$ cat config.mk
export PLATFORM = sky130hd
export DESIGN_NAME = gf180mcu_fd_sc_mcu9t5v0_dlyprog
export DESIGN_NICKNAME = d
export VERILOG_FILES = /design/src/rtl/gf180mcu_fd_sc_mcu9t5v0_dlyprog_pkg.sv /design/src/rtl/gf180mcu_fd_sc_mcu9t5v0_dlyprog_stage.sv /design/src/rtl/gf180mcu_fd_sc_mcu9t5v0_dlyprog.sv
export SDC_FILE = /design/constraint.sdc
export NUM_CORES = 1
export LEC_CHECK = 0
export ABC_CLOCK_PERIOD_IN_PS = 4200
export BUFFER_PORTS_ARGS = -buffer_cell sky130_fd_sc_hd__buf_4
export CORE_MARGIN = 8
export CORE_UTILIZATION = 30
export DETAILED_ROUTE_END_ITERATION = 10
export PLACE_DENSITY = 0.52
export SKIP_LAST_GASP = 1
export SLEW_MARGIN = 20
export SYNTH_ARGS = -nofsm -noshare
export SYNTH_HDL_FRONTEND = slang
export SYNTH_SLANG_ARGS = --single-unit
$ cat constraint.sdc
create_clock -name CLK -period 4.2 [get_ports CLK]
set_input_delay 1.26 -clock CLK [delete_from_list [all_inputs] [get_ports CLK]]
set_output_delay 1.26 -clock CLK [all_outputs]
set_load 0.1 [all_outputs]
$ cat src/rtl/gf180mcu_fd_sc_mcu9t5v0_dlyprog_pkg.sv
// Shared helpers for the programmable delay line: select-width derivation
// and tap-request clamping.
package gf180mcu_fd_sc_mcu9t5v0_dlyprog_pkg;

  // Nominal number of stages when the block is used standalone.
  localparam int DEPTH_DFLT = 8;

  // Bits needed to encode every delay from 0 up to and including depth.
  function automatic int sel_width(input int depth);
    return $clog2(depth + 1);
  endfunction

  // Requests beyond the last stage saturate to the deepest tap.
  function automatic int clamp_sel(input int req, input int max_sel);
    return (req > max_sel) ? max_sel : req;
  endfunction

endpackage

$ cat src/rtl/gf180mcu_fd_sc_mcu9t5v0_dlyprog_stage.sv
// One WIDTH-bit register of the delay chain: synchronous clear wins over
// the shift enable.
module gf180mcu_fd_sc_mcu9t5v0_dlyprog_stage #(
  parameter int WIDTH = 1
) (
  input  logic             clk_i,
  input  logic             clr_i,
  input  logic             en_i,
  input  logic [WIDTH-1:0] d_i,
  output logic [WIDTH-1:0] q_o
);

  logic [WIDTH-1:0] data_q;

  // Clear to zero, otherwise load on enable, otherwise hold.
  always_ff @(posedge clk_i) begin
    if (clr_i) begin
      data_q <= '0;
    end else if (en_i) begin
      data_q <= d_i;
    end
  end

  assign q_o = data_q;

endmodule

$ cat src/rtl/gf180mcu_fd_sc_mcu9t5v0_dlyprog.sv
// Runtime-programmable WIDTH-bit delay line of 0..DEPTH cycles with a
// fill counter that flags when the selected tap holds real input history.
module gf180mcu_fd_sc_mcu9t5v0_dlyprog
  import gf180mcu_fd_sc_mcu9t5v0_dlyprog_pkg::*;
#(
  parameter int WIDTH       = 1,
  parameter int DEPTH       = DEPTH_DFLT,
  parameter int DEFAULT_SEL = 1,
  parameter int SW          = sel_width(DEPTH)
) (
  input  logic             CLK,
  input  logic             RST,
  input  logic [WIDTH-1:0] I,
  input  logic             EN,
  input  logic             LOAD,
  input  logic [SW-1:0]    SEL_IN,
  output logic [SW-1:0]    SEL,
  output logic [WIDTH-1:0] Z,
  output logic             VALID
);

  localparam int SEL_CLAMP = DEPTH;

  logic [WIDTH-1:0] stage_q [1:DEPTH];
  logic [SW-1:0]    fill_q, fill_d;
  logic [SW-1:0]    sel_q, sel_d;

  // Stage 1 samples the input; every later stage samples its predecessor.
  for (genvar k = 1; k <= DEPTH; k++) begin : g_stage
    logic [WIDTH-1:0] d;
    if (k == 1) begin : g_first
      assign d = I;
    end else begin : g_next
      assign d = stage_q[k-1];
    end
    gf180mcu_fd_sc_mcu9t5v0_dlyprog_stage #(
      .WIDTH(WIDTH)
    ) u_stage (
      .clk_i(CLK),
      .clr_i(RST),
      .en_i (EN),
      .d_i  (d),
      .q_o  (stage_q[k])
    );
  end

  // Fill count saturates at DEPTH; tap requests clamp to the deepest stage.
  always_comb begin
    fill_d = fill_q;
    sel_d  = sel_q;
    if (EN && (fill_q != SW'(DEPTH))) begin
      fill_d = fill_q + SW'(1);
    end
    if (LOAD) begin
      sel_d = SW'(clamp_sel(int'(SEL_IN), SEL_CLAMP));
    end
  end

  // Control registers; reset discards history and restores the default tap.
  always_ff @(posedge CLK) begin
    if (RST) begin
      fill_q <= '0;
      sel_q  <= SW'(DEFAULT_SEL);
    end else begin
      fill_q <= fill_d;
      sel_q  <= sel_d;
    end
  end

  // Tap mux: select 0 is a zero-latency bypass of the input.
  always_comb begin
    Z = I;
    for (int k = 1; k <= DEPTH; k++) begin
      if (sel_q == SW'(k)) begin
        Z = stage_q[k];
      end
    end
  end

  assign SEL   = sel_q;
  assign VALID = (fill_q >= sel_q);

endmodule

## After elaboration in Yosys (flattened, before gate mapping)

Index checks and enable logic that the tools add are counted.

- Add/sub/neg operators: 1
- $lt $le $gt $ge: 2
- Equality and inequality tests: 9
- Mux-type cells: 9
- Reductions and logical operators: 1

Operator list:

| cell | number |
|---|---|
| $eq A4 B3 Y1 const B | 4 |
| $eq A4 B2 Y1 const B | 2 |
| $mux W1 | 8 |
| $add A4 B1 Y4 const B | 1 |
| $eq A4 B1 Y1 const B | 1 |
| $eq A4 B4 Y1 const B | 1 |
| $ge A4 B4 Y1 | 1 |
| $gt A4 B4 Y1 const B | 1 |
| $mux W4 | 1 |
| $ne A4 B4 Y1 const B | 1 |
| $logic_and A1 B1 Y1 | 1 |

- Register bits: 16
- Input bits: 9
- Output and inout port bits: 6
- Logic and storage cells: 32

## Depth between registers and ports, before layout

Gate-level depths: netlist of the first run.

- Depth after elaboration: 9
- Gate-level depth with buffers: 6
- Mapped depth without buffers: 6

## Cells and area by module

A second synthesis of the first run with hierarchy kept.

- Cells, all modules: 96
- Area total of the unflattened synthesis: 854.6 um2

Modules (own cells, without submodules):

| module | times used | cells an instance | area each (um2) | seq. area each (um2) |
|---|---|---|---|---|
| gf180mcu_fd_sc_mcu9t5v0_dlyprog | 1 | 72 | 584.3 | 160.2 |
| gf180mcu_fd_sc_mcu9t5v0_dlyprog_stage | 8 | 3 | 33.8 | 20.0 |

## Worst setup path before layout of the first run

Ideal clock, no wire load.

- Path type: flip-flop to output port
- Start: register sel_q[3] (netlist: SEL[3])
- End: output port Z
- Data arrival time: 3192 ps
- Data required time: 2940 ps
- Slack: -252 ps
- Cell stages (with the launch flop): 5
- Buffers on the path: 0
- Cells stage by stage: dfxtp_1 -> or4b_4 -> o22ai_2 -> a41oi_1 -> a211oi_2

- Cells in the longest elaborated chain, start to end: 9
- Elaborated cells between the ends (all ways): 16
- Classes of those cells: eq/ne: 8; mux: 8

RTL lines:

| what | line | text |
|---|---|---|
| start: declaration | gf180mcu_fd_sc_mcu9t5v0_dlyprog.sv:26 | `logic [SW-1:0] sel_q, sel_d;` |
| start signal: assignment | gf180mcu_fd_sc_mcu9t5v0_dlyprog.sv:63 | `sel_q <= SW'(DEFAULT_SEL);` |
| start signal: assignment | gf180mcu_fd_sc_mcu9t5v0_dlyprog.sv:66 | `sel_q <= sel_d;` |
| $eq A4 B1 Y1 | gf180mcu_fd_sc_mcu9t5v0_dlyprog.sv:74 | `if (sel_q == SW'(k)) begin` |
| $mux W1 (7 in series) | gf180mcu_fd_sc_mcu9t5v0_dlyprog.sv:74 |  |
| $mux W1 * | gf180mcu_fd_sc_mcu9t5v0_dlyprog.sv:74 |  |
| end: declaration | gf180mcu_fd_sc_mcu9t5v0_dlyprog.sv:18 | `output logic [WIDTH-1:0] Z,` |

Mark *: on every way between the ends. The rest lies on a longest branch, timed or not.

## Final worst setup path of the first run

Same ends and word-level chain as after synthesis.

==> metrics, run 1 <==
status finished clean; Max Clock Freq 292 MHz; #FFs+latches synth 16; fill cell count 281; cts hold-fix bufs 0; cts repair resizes 0; pin count of the biggest net entering global routing 17; crit share post-route 81.6%; final std cells w/o fill 137; top post-synthesis cells by area dfxtp_1, mux2i_1, ha_1, nor2_1, inv_1; via count 679; FF-to-FF path depth 6; vias per std cell 4.96; crit path DAT 2.17 ns; Detailed Route WL 1780 um; Avg Synthesized Cell Area 9.27 sq um; IO Port Bufs 14; RSZ-0062 raised after global routing false; DP Wirelength 1330 um; Die Area 0.00484 sq mm; most common cell after layout, fill and taps aside nor2_1; GRT Overall Usage 7.81%; first-pass GRT wire length 3070 um; Synth cell types 30; cell area after synthesis 862 sq um; WS Path Type reg2out; Residual DRC 0; antenna-violating nets left 0; commonest non-fill, non-tap cells in the layout nor2_1, dfxtp_1, buf_4, mux2i_1, inv_1; Remaining Overflow, GRT 0; IO Count 15; Critical Path Sink Type primary output; Worst setup SP type register; vias in the first global route 676; syn_nets 108; Worst Path Max Fanout 9; Initial DRC Count 40; Clock Latency Late Sink 0.29 ns; Seq/Total Area, Yosys 37.2%; Worst Max-Slew Pin Slew 0.496 ns; Clock Path Buffers 2; fin crit period 3.43 ns; placed cell count 133; initial antenna violation count 0; maximum VDD drop 0.212 mV; final hold vios 0; Hold Path Stages 2; Initial Utilization 31.5%; n_diodes 0; WL/cell 13.0 um; count of standard-cell rows 19; layout cell share with drive strength beyond 1 20.8%; final setup vio count 0; Setup TNS 0 ns; Clock Skews 0.00109 ns; CTS Buf Count 3; GPL Wtd Cong 0.809; CTS tree done; core box area 0.00273 sq mm; Min-Delay Path Class reg2reg; CTS sink cnt 16; leak pwr 0.450 nW; fin util 37.3%; Power Density 369 mW/mm^2; slew margin rel. 66.6%; Detailed Routing Iterations Pass 1 4; Die H 69.6 um; Max-cap violations 0; clk root buf clkbuf_4; Die W 69.6 um; CP required 2.94 ns; H-tree Lvls 1; Ys Warns 0; Final Net Count 122; post-CTS setup buffer count 0; Syn Inst Count 93; top cell type's share of synthesized area 37.2%; Worst Hold Slack 0.533 ns; pre-CTS setup slack 0.917 ns; area leader, netlist dfxtp_1; Pins Over Slew Limit 0; Area growth syn-to-layout 18.4%; Worst-path clk slew 0.10 ns; final worst setup slack 0.773 ns
report_power, final:
part	total (W)	switching (W)	internal (W)
Clock	0.000106	0.0000533	0.0000529
Combinational	0.000105	0.0000704	0.0000347
Sequential	0.000165	0.00000826	0.000157
cells by family after synthesis:
group / after synthesis / synth area share [%]
AOI/OAI and AO/OA: 16 / 15.2
adders and majority gates: 6 / 8.71
buffers and inverters: 13 / 6.82
and+or+nand+nor: 28 / 16.3
muxes: 11 / 12.8
DFF: 16 / 37.2
xor gates and xnor gates: 3 / 3.05
flip-flops by register name, summed over array words and instances, names as in the netlist:
name	flops
fill_q	4
SEL	4
g_stage.u_stage.q_o	8
synthesized netlist by cell type:
library cell and instances:
nor2_1 18, a41oi_1 2, dfxtp_1 16, a221o_1 1, a21o_1 3, nand2b_1 1
o32ai_1 1, nand3b_1 1, ha_1 6, o22ai_2 1, xnor2_1 1, or2_2 1
nor3b_1 1, a22oi_1 2, inv_1 8, nor4b_1 1, nand2_1 1, nor4_1 1
xor2_1 2, clkbuf_1 2, or4b_4 1, a211oi_1 1, o211ai_1 2, a211oi_2 1
buf_6 1, nand4_1 2, a21oi_1 1, mux2i_1 11, o21ai_0 1, buf_2 2
metal layers:
| metal | GRT usage (%) | part of all wire, % | vias up |
|---|---|---|---|
| li1 | - | - | 353 |
| met1 | 8.94 | 51 | 307 |
| met3 | 3.43 | 4.1 | 2 |
| met5 | 0 | 0 | - |
| met2 | 12.2 | 44 | 17 |
| met4 | 3.42 | 1.1 | 0 |
path summary, 6_finish.rpt:
check	startpoint	endpoint	slack, ns
worst max register to register	fill_q[0]	fill_q[1]	2.84
worst min-delay path	g_stage[3].u_stage.q_o	g_stage[3].u_stage.q_o	0.53
worst max-delay path	SEL[3]	Z	0.77
worst min register to register	g_stage[3].u_stage.q_o	g_stage[3].u_stage.q_o	0.53
stage by stage:
step	cell area (sq um)	power, W
4_1_cts	1020	0.000385
3_5_place_dp	985	0.000275
3_3_place_gp	985	0.000275
5_1_grt	1020	0.000399
2_1_floorplan	870	0.000253
6_report	1020	0.000376
area by class of cell:
type / count / area, sq um / area share (%)
multi-input cells: 64 / 490 / 48.0
clock buffers: 4 / 36.3 / 3.55
repair buffers: 14 / 105 / 10.3
inverters: 8 / 30.0 / 2.94
flip-flops and latches: 16 / 320 / 31.4
well taps: 31 / 38.8 / 3.80
worst max-delay path: stages, from the launching register on:
cell	delay, ns
dfxtp_1	0.50
or4b_4	0.51
o22ai_2	0.17
a41oi_1	0.09
a211oi_4	0.27
buf_4	0.32
(Power assumes the default switching activity.)
==> inputs of run 2 (changes only) <==
--- a/config.mk
+++ b/config.mk
@@ -5,7 +5,7 @@
 export SDC_FILE = /design/constraint.sdc
 export NUM_CORES = 1
 export LEC_CHECK = 0
-export ABC_CLOCK_PERIOD_IN_PS = 4200
+export ABC_CLOCK_PERIOD_IN_PS = 3400
 export BUFFER_PORTS_ARGS = -buffer_cell sky130_fd_sc_hd__buf_4
 export CORE_MARGIN = 8
 export CORE_UTILIZATION = 30
==> constraint.sdc (replaced) <==
create_clock -name CLK -period 3.4 [get_ports CLK]
set_input_delay 1.02 -clock CLK [delete_from_list [all_inputs] [get_ports CLK]]
set_output_delay 1.02 -clock CLK [all_outputs]
set_load 0.1 [all_outputs]
==> run 2 against run 1 <==
  * Final cell count stayed put
  * Highest routed layer unchanged
  * Hold slack worse by 0.0044 ns
  * Register-to-register slack worse by 0.78 ns
  * Final area is 0.24% higher
  * Non-clock buffer count stayed put
  * Worst setup slack worse by 0.43 ns
  * Critical endpoint unchanged
  * Sequential power is 24% higher
  * Critical path type unchanged
  * Clock power hardly changed
  * Largest cell class unchanged
==> metrics, run 2 (synthesis gave the netlist of run 1 again) <==
CP max stage delay 0.55 ns; Pins Over Slew Limit 0; via count 709; cts hold-fix bufs 0; clk root buf clkbuf_4; Setup TNS 0 ns; Remaining Overflow, GRT 0; Sw Share 36.0%; GPL Wtd Cong 0.735; post-route cell area 0.00102 sq mm; Worst Path Max Fanout 9; Die Area 0.00484 sq mm; Initial DRC Count 25; Min-Delay Path Class reg2reg; cts repair resizes 0; final setup vio count 0; Max-cap violations 0; Max Clock Freq 327 MHz; leak pwr 0.445 nW; most common cell after layout, fill and taps aside nor2_1; fin crit period 3.05 ns; Power Density 431 mW/mm^2; commonest non-fill, non-tap cells in the layout nor2_1, buf_4, dfxtp_1, mux2i_1, inv_1; layout cell share with drive strength beyond 1 23.6%; maximum VDD drop 0.213 mV; core box area 0.00273 sq mm; GRT Overall Usage 7.49%; Critical Path Sink Type primary output; fin util 37.4%; post-CTS setup buffer count 0; count of standard-cell rows 19; CTS Buf Count 3; DP Wirelength 1360 um; antenna-violating nets left 0; RSZ-0062 raised after global routing false; Worst Max-Slew Pin Slew 0.477 ns; Detailed Route WL 1800 um; CP cell instances or4b_4 > o22ai_2 > a41oi_1 > a211oi_4 > buf_4; Area after DPL 997 sq um; Area growth syn-to-layout 18.7%; pin count of the biggest net entering global routing 17; Die W 69.6 um; IO Port Bufs 14; Residual DRC 0; Clock Skews 0.00163 ns; Power Internal 0.000282 W; crit path DAT 2.03 ns; vias per std cell 5.18; Slowest-stage cell, CP or4b_4; Worst-path clk slew 0.10 ns; IO Count 15; CTS sink cnt 16; n_diodes 0; combinational power share 29.7%; Clock Latency Late Sink 0.28 ns; Die H 69.6 um; Initial Utilization 31.5%; final hold vios 0; slew margin rel. 67.9%; Clk pwr share 24.1%; status finished clean; CP required 2.38 ns; crit-path leading delay family simple AND/OR/NAND/NOR gates; Worst setup SP type register; Worst Hold Slack 0.529 ns; CP bufs+invs 1; initial antenna violation count 0; Clock Path Buffers 2; H-tree Lvls 1; sequential power share 46.1%; Final Net Count 122; max FFs per register 8; vias in the first global route 690; WS Path Type reg2out; switching power 0.000159 W; first-pass GRT wire length 3090 um; WL/cell 13.2 um; Detailed Routing Iterations Pass 1 4; CTS tree done; crit share post-route 89.8%
[run 2: stage by stage]
stage | total power [W] | setup slack, ns | cells
after floorplan | 0.000312 | 0.0590 | 93
after global placement | 0.000340 | 0.566 | 133
after detailed placement | 0.000340 | 0.560 | 133
after CTS | 0.000446 | 0.338 | 137
after global routing | 0.000463 | 0.284 | 137
final | 0.000441 | 0.346 | 137
[run 2: area by class of cell]
type                    instances  area, sq um
fillers                       270         1710
multi-input cells              64          490
flip-flops and latches         16          333
repair buffers                 14          105
well taps                      31         38.8
inverters                       8         30.0
clock buffers                   4         26.3
[run 2: power by group through the flow]
stage          Sequential, W  Combinational (W)  Clock [W]
2_1_floorplan       0.000221          0.0000907          0
3_5_place_dp        0.000208           0.000132          0
5_1_grt             0.000205           0.000140   0.000117
4_1_cts             0.000204           0.000133   0.000109
6_report            0.000204           0.000131   0.000107
3_3_place_gp        0.000208           0.000132          0
[run 2: final timing paths]
| kind | slack [ns] | cells after the start | start | end |
|---|---|---|---|---|
| max | 0.35 | 5 | SEL[1] | Z |
| min | 0.53 | 2 | g_stage[2].u_stage.q_o | g_stage[2].u_stage.q_o |
| max reg2reg | 2.06 | 6 | fill_q[0] | fill_q[1] |
| min reg2reg | 0.53 | 2 | g_stage[2].u_stage.q_o | g_stage[2].u_stage.q_o |
[run 2: tightest hold or removal path, delay by kind of cell, from the launching register on]
family / cells / cell delay [ns]
and+or+nand+nor: 1 / 0.07
DFF: 1 / 0.36
muxes: 1 / 0.07
[run 2: layer usage]
metal,track usage [%],wire (um),part of all wire [%],vias to the layer above
li1,-,-,-,353
met1,9.59,858,48,337
met2,11.4,845,47,17
met3,2.15,85,4.7,2
met4,2.96,15,0.83,0
met5,0,0,0,-
